**config.mk**
```make
export PLATFORM = sky130hd
export DESIGN_NAME = nibble_serial_subtractor
export DESIGN_NICKNAME = d
export VERILOG_FILES = /design/src/rtl/sub_pkg.sv /design/src/rtl/bla_sub_4bit.sv /design/src/rtl/nibble_serial_subtractor.sv
export SDC_FILE = /design/constraint.sdc
export NUM_CORES = 1
export LEC_CHECK = 0
export BUFFER_PORTS_ARGS = -buffer_cell sky130_fd_sc_hd__buf_4
export CAP_MARGIN = 20
export CORE_MARGIN = 2
export CORE_UTILIZATION = 50
export DETAILED_ROUTE_END_ITERATION = 10
export GPL_TIMING_DRIVEN = 0
export MAX_ROUTING_LAYER = met4
export PLACE_DENSITY_LB_ADDON = 0.1
export SYNTH_ARGS = -nofsm -noshare
export SYNTH_HDL_FRONTEND = slang
export SYNTH_HIERARCHICAL = 1
export SYNTH_SLANG_ARGS = --single-unit
```
**constraint.sdc**
```tcl
create_clock -name clk -period 7.1 [get_ports clk]
set_clock_uncertainty 0.15 [all_clocks]
set_input_delay 0.355 -clock clk [delete_from_list [all_inputs] [get_ports clk]]
set_output_delay 0.355 -clock clk [all_outputs]
set_load 0.05 [all_outputs]
```
**src/rtl/sub_pkg.sv**
```systemverilog
// Shared types and constants for the nibble-serial subtractor.
package sub_pkg;

    typedef enum logic [1:0] {
        IDLE = 2'd0,
        RUN  = 2'd1,
        DONE = 2'd2
    } state_t;

    localparam int NIBBLE = 4;

    // Width of the nibble index counter: clog2(n), never less than 1 bit.
    function automatic int idx_width(input int n);
        return (n <= 1) ? 1 : $clog2(n);
    endfunction

endpackage

```
**src/rtl/bla_sub_4bit.sv**
```systemverilog
// Combinational 4-bit borrow-lookahead subtract slice: d = x - y - bin.
// Computed as x + ~y + ~bin with flat (non-rippled) carry expansion.
module bla_sub_4bit
    import sub_pkg::*;
(
    input  logic [3:0] x,
    input  logic [3:0] y,
    input  logic       bin,
    output logic [3:0] d,
    output logic       bout
);

    logic [3:0] g;
    logic [3:0] p;
    logic [4:0] c;

    // Generate/propagate on x + ~y, carries expanded two-level, borrow = ~carry.
    always_comb begin
        g    = x & ~y;
        p    = x ^ ~y;
        c[0] = ~bin;
        c[1] = g[0] | (p[0] & c[0]);
        c[2] = g[1] | (p[1] & g[0]) | (p[1] & p[0] & c[0]);
        c[3] = g[2] | (p[2] & g[1]) | (p[2] & p[1] & g[0])
             | (p[2] & p[1] & p[0] & c[0]);
        c[4] = g[3] | (p[3] & g[2]) | (p[3] & p[2] & g[1])
             | (p[3] & p[2] & p[1] & g[0])
             | (p[3] & p[2] & p[1] & p[0] & c[0]);
        d    = p ^ c[3:0];
        bout = ~c[4];
    end

endmodule

```
**src/rtl/nibble_serial_subtractor.sv**
```systemverilog
// Multi-cycle WIDTH-bit subtractor, one nibble per clock through a single
// borrow-lookahead slice, valid/ready on both sides.
// Optional zero/ovf flag logic is enabled by defining SUB_FLAGS_EN; otherwise
// the flag ports are tied to 0. WIDTH must be a multiple of 4 and >= 4.
module nibble_serial_subtractor
    import sub_pkg::*;
#(
    parameter int WIDTH = 16
) (
    input  logic             clk,
    input  logic             rst,
    input  logic             in_valid,
    output logic             in_ready,
    input  logic [WIDTH-1:0] a,
    input  logic [WIDTH-1:0] b,
    output logic             out_valid,
    input  logic             out_ready,
    output logic [WIDTH-1:0] diff,
    output logic             borrow,
    output logic             zero,
    output logic             ovf
);

    localparam int N    = WIDTH / NIBBLE;
    localparam int IDXW = idx_width(N);
    localparam int MSB  = WIDTH - 1;

    state_t            state, state_nxt;
    logic [IDXW-1:0]   idx;
    logic [WIDTH-1:0]  a_q, b_q, diff_q, diff_nxt;
    logic              bin_q, borrow_q, out_valid_q;
    logic [3:0]        sx, sy, sd;
    logic              sbout;
    logic              accept, last, res_hs;

    // in_ready is the only unregistered output: decoded from state and rst.
    assign in_ready = (state == IDLE) && !rst;
    assign accept   = in_valid && in_ready;
    assign last     = (state == RUN) && (idx == IDXW'(N - 1));
    assign res_hs   = out_valid_q && out_ready;

    // Select the current nibble of each latched operand and splice the
    // slice result into the running difference.
    always_comb begin
        sx       = a_q[idx*NIBBLE +: NIBBLE];
        sy       = b_q[idx*NIBBLE +: NIBBLE];
        diff_nxt = diff_q;
        diff_nxt[idx*NIBBLE +: NIBBLE] = sd;
    end

    bla_sub_4bit u_slice (
        .x    (sx),
        .y    (sy),
        .bin  (bin_q),
        .d    (sd),
        .bout (sbout)
    );

    // State register.
    always_ff @(posedge clk) begin
        if (rst) state <= IDLE;
        else     state <= state_nxt;
    end

    // Next-state decode.
    always_comb begin
        state_nxt = state;
        case (state)
            IDLE:    if (accept) state_nxt = RUN;
            RUN:     if (last)   state_nxt = DONE;
            DONE:    if (res_hs) state_nxt = IDLE;
            default: state_nxt = IDLE;
        endcase
    end

    // Datapath: operand capture, per-nibble update, result and valid registers.
    always_ff @(posedge clk) begin
        if (rst) begin
            a_q         <= '0;
            b_q         <= '0;
            diff_q      <= '0;
            bin_q       <= 1'b0;
            borrow_q    <= 1'b0;
            out_valid_q <= 1'b0;
            idx         <= '0;
        end else begin
            if (accept) begin
                a_q    <= a;
                b_q    <= b;
                diff_q <= '0;
                bin_q  <= 1'b0;
                idx    <= '0;
            end
            if (state == RUN) begin
                diff_q <= diff_nxt;
                bin_q  <= sbout;
                if (last) begin
                    borrow_q    <= sbout;
                    out_valid_q <= 1'b1;
                    idx         <= '0;
                end else begin
                    idx <= idx + 1'b1;
                end
            end
            if (res_hs) out_valid_q <= 1'b0;
        end
    end

    assign diff      = diff_q;
    assign borrow    = borrow_q;
    assign out_valid = out_valid_q;

`ifdef SUB_FLAGS_EN
    logic zero_q, ovf_q;

    // Flags are taken from the completed difference as the last nibble lands.
    always_ff @(posedge clk) begin
        if (rst) begin
            zero_q <= 1'b0;
            ovf_q  <= 1'b0;
        end else if (last) begin
            zero_q <= (diff_nxt == '0);
            ovf_q  <= (a_q[MSB] ^ b_q[MSB]) & (diff_nxt[MSB] ^ a_q[MSB]);
        end
    end

    assign zero = zero_q;
    assign ovf  = ovf_q;
`else
    assign zero = 1'b0;
    assign ovf  = 1'b0;
`endif

endmodule

```
**Word level (Yosys, flattened, before mapping)**

Cells that the tools add are included.

- Register bits after elaboration: 55
- Input bits: 36
- Output and inout port bits: 21

- Add/subtract/negate cells: 2
- Equal/unequal tests: 6
- Shift operators: 4
- Multiplexer cells: 12
- Bitwise gates (word level): 32
- Reduce and logical (&&, ||, !) cells: 10

Operators by type and width:

| operator | count |
|---|---|
| 4-bit negation with 34-bit output | 1 |
| 4-bit by 34-bit variable shift with 16-bit output (first input constant) | 1 |
| 4-bit by 34-bit indexed part select with 16-bit output | 1 |
| 16-bit 2-to-1 mux | 2 |
| 16-bit by 5-bit indexed part select with 4-bit output | 2 |
| 1-bit bitwise AND | 16 |
| 16-bit bitwise mux | 1 |
| 2-bit 2-to-1 mux | 6 |
| 1-bit OR | 10 |
| 4-bit XOR | 2 |
| 2-bit inequality test (second input constant) | 3 |
| 2-bit one-hot mux with 3 select lines | 1 |
| 4-bit bitwise AND | 1 |
| 2-bit == test (second input constant) | 2 |
| 1-bit logical AND | 4 |
| 4-bit NOT | 1 |
| 3-bit AND reduction | 1 |
| 2-bit by 1-bit adder with 2-bit output (second input constant) | 1 |
| 2-bit by 1-bit == test with 1-bit output (second input constant) | 1 |
| 2-bit logical NOT | 1 |
| 1-bit 2-to-1 mux | 2 |
| 1-bit NOT | 2 |
| 2-bit AND reduction | 1 |
| 2-bit nonzero test | 1 |
| other kinds (2) | 2 |

**Longest topological paths before layout**

- Depth in word-level cells: 11
- Mapped depth: 11
- Gate-level depth less buffers: 9

**Modules after synthesis**

Netlist, hierarchy kept.

Modules (own cells, without submodules):

| module | times used | cells an instance | area an instance (um2) | sequential area each (um2) |
|---|---|---|---|---|
| nibble_serial_subtractor | 1 | 250 | 2373.5 | 1101.1 |
| bla_sub_4bit | 1 | 24 | 202.7 | 0.0 |

**Worst setup path after synthesis**

Ideal clock, no wire load.

- Kind: register to register
- From: register idx[0]
- To: register diff_q[11] (netlist: diff[11])
- Library setup time: 0.070 ns
- Arrival time: 2.392 ns
- Path slack: 4.488 ns
- Cell stages (with the launch flop): 12
- Period minus slack after synthesis: 2.612 ns
- Cells stage by stage: dfxtp_1 -> buf_2 -> buf_6 -> mux4_2 -> inv_1 -> ha_1 -> nor2b_4 -> o2111a_2 -> a211oi_2 -> nor2b_1 -> inv_1 -> o2bb2ai_1

- Elaborated cells between the ends (all ways): 26

RTL lines:

| what | RTL line | RTL |
|---|---|---|
| start, declared | nibble_serial_subtractor.sv:29 | `logic [IDXW-1:0] idx;` |
| start signal, assigned | nibble_serial_subtractor.sv:102 | `idx <= idx + 1'b1;` |
| 16-bit by 5-bit indexed part select with 4-bit output * | nibble_serial_subtractor.sv:46 | `sy = b_q[idx*NIBBLE +: NIBBLE];` |
| via sy[0] | nibble_serial_subtractor.sv:32 | `logic [3:0] sx, sy, sd;` |
| 4-bit NOT * | bla_sub_4bit.sv:19, bla_sub_4bit.sv:20 |  |
| 4-bit bitwise AND / 4-bit XOR (equally long branches) | bla_sub_4bit.sv:19, bla_sub_4bit.sv:20 |  |
| 1-bit bitwise AND, on equally long branches | bla_sub_4bit.sv:24, bla_sub_4bit.sv:25 |  |
| 1-bit OR / 1-bit bitwise AND (equally long branches) | bla_sub_4bit.sv:24, bla_sub_4bit.sv:25 |  |
| 1-bit OR * | bla_sub_4bit.sv:25 | `\| (p[2] & p[1] & p[0] & c[0]);` |
| 4-bit XOR * | bla_sub_4bit.sv:29 | `d = p ^ c[3:0];` |
| via sd[3] | nibble_serial_subtractor.sv:32 |  |
| 4-bit by 34-bit indexed part select with 16-bit output * | nibble_serial_subtractor.sv:48 | `diff_nxt[idx*NIBBLE +: NIBBLE] = sd;` |
| 16-bit bitwise mux * | nibble_serial_subtractor.sv:48 |  |
| 16-bit 2-to-1 mux * | nibble_serial_subtractor.sv:94 | `if (state == RUN) begin` |
| end signal, assigned | nibble_serial_subtractor.sv:95 | `diff_q <= diff_nxt;` |
| end, declared | nibble_serial_subtractor.sv:30 | `logic [WIDTH-1:0] a_q, b_q, diff_q, diff_nxt;` |

The timed path passes the listed nets; every way through them passes the cells marked *.
A chain may end at the register's enable or synchronous reset.

**Final worst setup path**

Same ends and word-level chain as after synthesis.

==> results.ini <==
[worst_setup_path]
required_ps = 7190
startpoint = idx[0]
crit_path_end_kind = register
cp-start-kind = register
reg2reg_slack_ps = 4090
cp_data_arrival_time_ps = 3100
r2r-start = idx[0]
worstSetupPathType = reg -> reg
crit_fanout = 10

[clocking]
cts_hold_buffers = 0
cts_root_buffer = clkbuf_8
cts.repair.resized = 0
insertion_delay_ps = 300
clk_pin_slew_ps = 100
clock-sinks = 55
cts_tree = done
htree_levels = 2
clk_path_buf_depth = 2
cts_setup_buffers = 0
numCtsBuffers = 5

[cells_and_area]
nFillCells = 466
fin_area_um2 = 3160
diodes = 0
drive_above_1_share = 0.291
nets = 382
stdcell_count = 407
area_growth_pct = 22.5

[global_routing]
grt_pass1_wl_mm = 8.59
grt-ovfl-total = 0
grt_max_degree = 17
antenna_found_initial = 0
grt_use_total = 0.207
grt_pass1_vias = 1857

[synth]
synth_top_area_share = 0.427
avgSynthCellArea_um2 = 9.40
ys_seq_elements = 55
syn_inst = 274
synth_top_family_by_area = simple AND/OR/NAND/NOR gates
synth_top_area_cell = dfxtp_1
yosys_warnings = 6
ys.flop_type = dfxtp_1
synth-seq-area-share = 0.427
yosys-top-cells-area = dfxtp_1 43%, nand2_1 9.6%, a21oi_1 7.6%
synth_adder_area_share = 0.0515
ys_types = 42
syn_area_um2 = 2580
ys_async_sr_fraction = 0
synth_compound_area_frac = 0.154
synth_edf_count = 0
synth-xor-area-share = 0.00680
synth_most_common_cell = nand2_1
synth_mux_area_frac = 0.0996
synthTopCellsByCount = 66 x nand2_1, 55 x dfxtp_1, 39 x a21oi_1
synthSimpleGateAreaFrac = 0.181

[routing]
wirelength_mm = 5.32
antenna_left = 0
viasPerCell = 5.11
vias = 2078
drc = 0
drtPass1Iterations = 4
wl_per_cell_um = 13.1
first_iter_violations = 111

[timing]
hold_viol = 0
setup_tns_ps = 0
worst_slack_ps = 4090
maxSlewHeadroom = 0.557
report.final.slew_viol_count = 0
min_period_over_period = 0.424
rsz0062_at_grt = false
finalSetupViolCount = 0
min_period_ps = 3010
clock.fmax_mhz = 332
worst_pin_slew_ps = 659

[place]
hpwl_mm = 4.03
place_congestion = 0.816
dpl_worst_slack_ps = 4090
place_area_um2 = 3070
dp.cells = 399
port_buffers = 54

[job]
cap_violations = 0

[worst_hold_path]
min-delay-start = b[4]
holdCritPathClass = in -> reg

[power]
p_leak_nw = 1.28
power_density_nw_per_um2 = 195
worst_ir_drop_vdd_v = 0.000119

[floorplanning]
initial_utilization = 0.511
die_h_um = 75.8
die_area_um2 = 5740
core_um2 = 5040
rows = 26
die_w_um = 75.8
io_pins = 57

[outcome]
outcome = finished clean

-- layout make-up --
cell class	instances	area, µm²	share of cell area
inverter	14	52.6	0.0166
sequential	55	1100	0.349
timing repair buffer	54	405	0.128
clock buffer	5	68.8	0.0218
tap	70	87.6	0.0277
multi-input combinational	186	1280	0.405
clock inverter	3	15.0	0.00476
buffer	20	149	0.0472
-- flip-flops by register name, summed over array words and instances, names as in the netlist --
signal / count
a_q: 16
b_q: 16
diff: 16
idx: 2
state: 2
bin_q: 1
borrow: 1
out_valid: 1
-- layer usage --
metal,GRT usage,wire length (µm)
met3,0.0437,206
met5,-,0
met4,0.0526,65
met2,0.332,2660
met1,0.265,2380
-- layout by cell type, fill, tap and decap left out, types with 3 or more instances in the layout --
cell / n
a21oi_1: 39
a22o_1: 12
buf_2: 5
buf_4: 57
buf_6: 3
buf_8: 3
clkbuf_1: 5
clkbuf_8: 5
clkinv_2: 3
dfxtp_1: 55
ha_1: 9
inv_1: 14
mux2_2: 5
mux4_2: 8
nand2_1: 66
nand3_1: 3
nor2_1: 5
nor2b_1: 5
o2bb2ai_1: 4
-- power breakdown --
part           internal, mW  switching, mW
sequential            0.319        0.00605
clock                0.0678         0.0991
combinational        0.0586         0.0647
-- through the flow --
step                hold slack, ps   util  power, mW
floorplan                      283      -      0.419
global placement               290  0.609      0.455
detailed placement             296  0.609      0.457
CTS                            127  0.626      0.623
global route                   135  0.626      0.647
finish                         135  0.626      0.616
-- cells by family (layout without fill, tap and decap cells) --
logic type | after synthesis | in the layout
multiplexers | 15 | 15
AO/OA/AOI/OAI | 62 | 62
adder cells (fa/ha/maj) | 10 | 10
XOR/XNOR | 2 | 2
buffers and inverters | 34 | 96
flip-flops | 55 | 55
other | 1 | 2
AND/OR/NAND/NOR | 95 | 95
-- critical path, stage by stage (launching register included) --
cell and delay [ps]:
dfxtp_1 380, buf_2 230, buf_6 190, mux4_2 560, inv_1 80, ha_1 230, nor2b_4 140, o2111a_2 270
a211oi_2 150, nor2b_1 370, inv_1 70, o2bb2ai_1 130
-- worst paths after layout --
path | endpoint | depth (start not counted)
min reg2reg | b_q[6] | 2
max reg2reg | diff[11] | 11
max | diff[11] | 11
min | b_q[4] | 3
(Power assumes the default switching activity.)
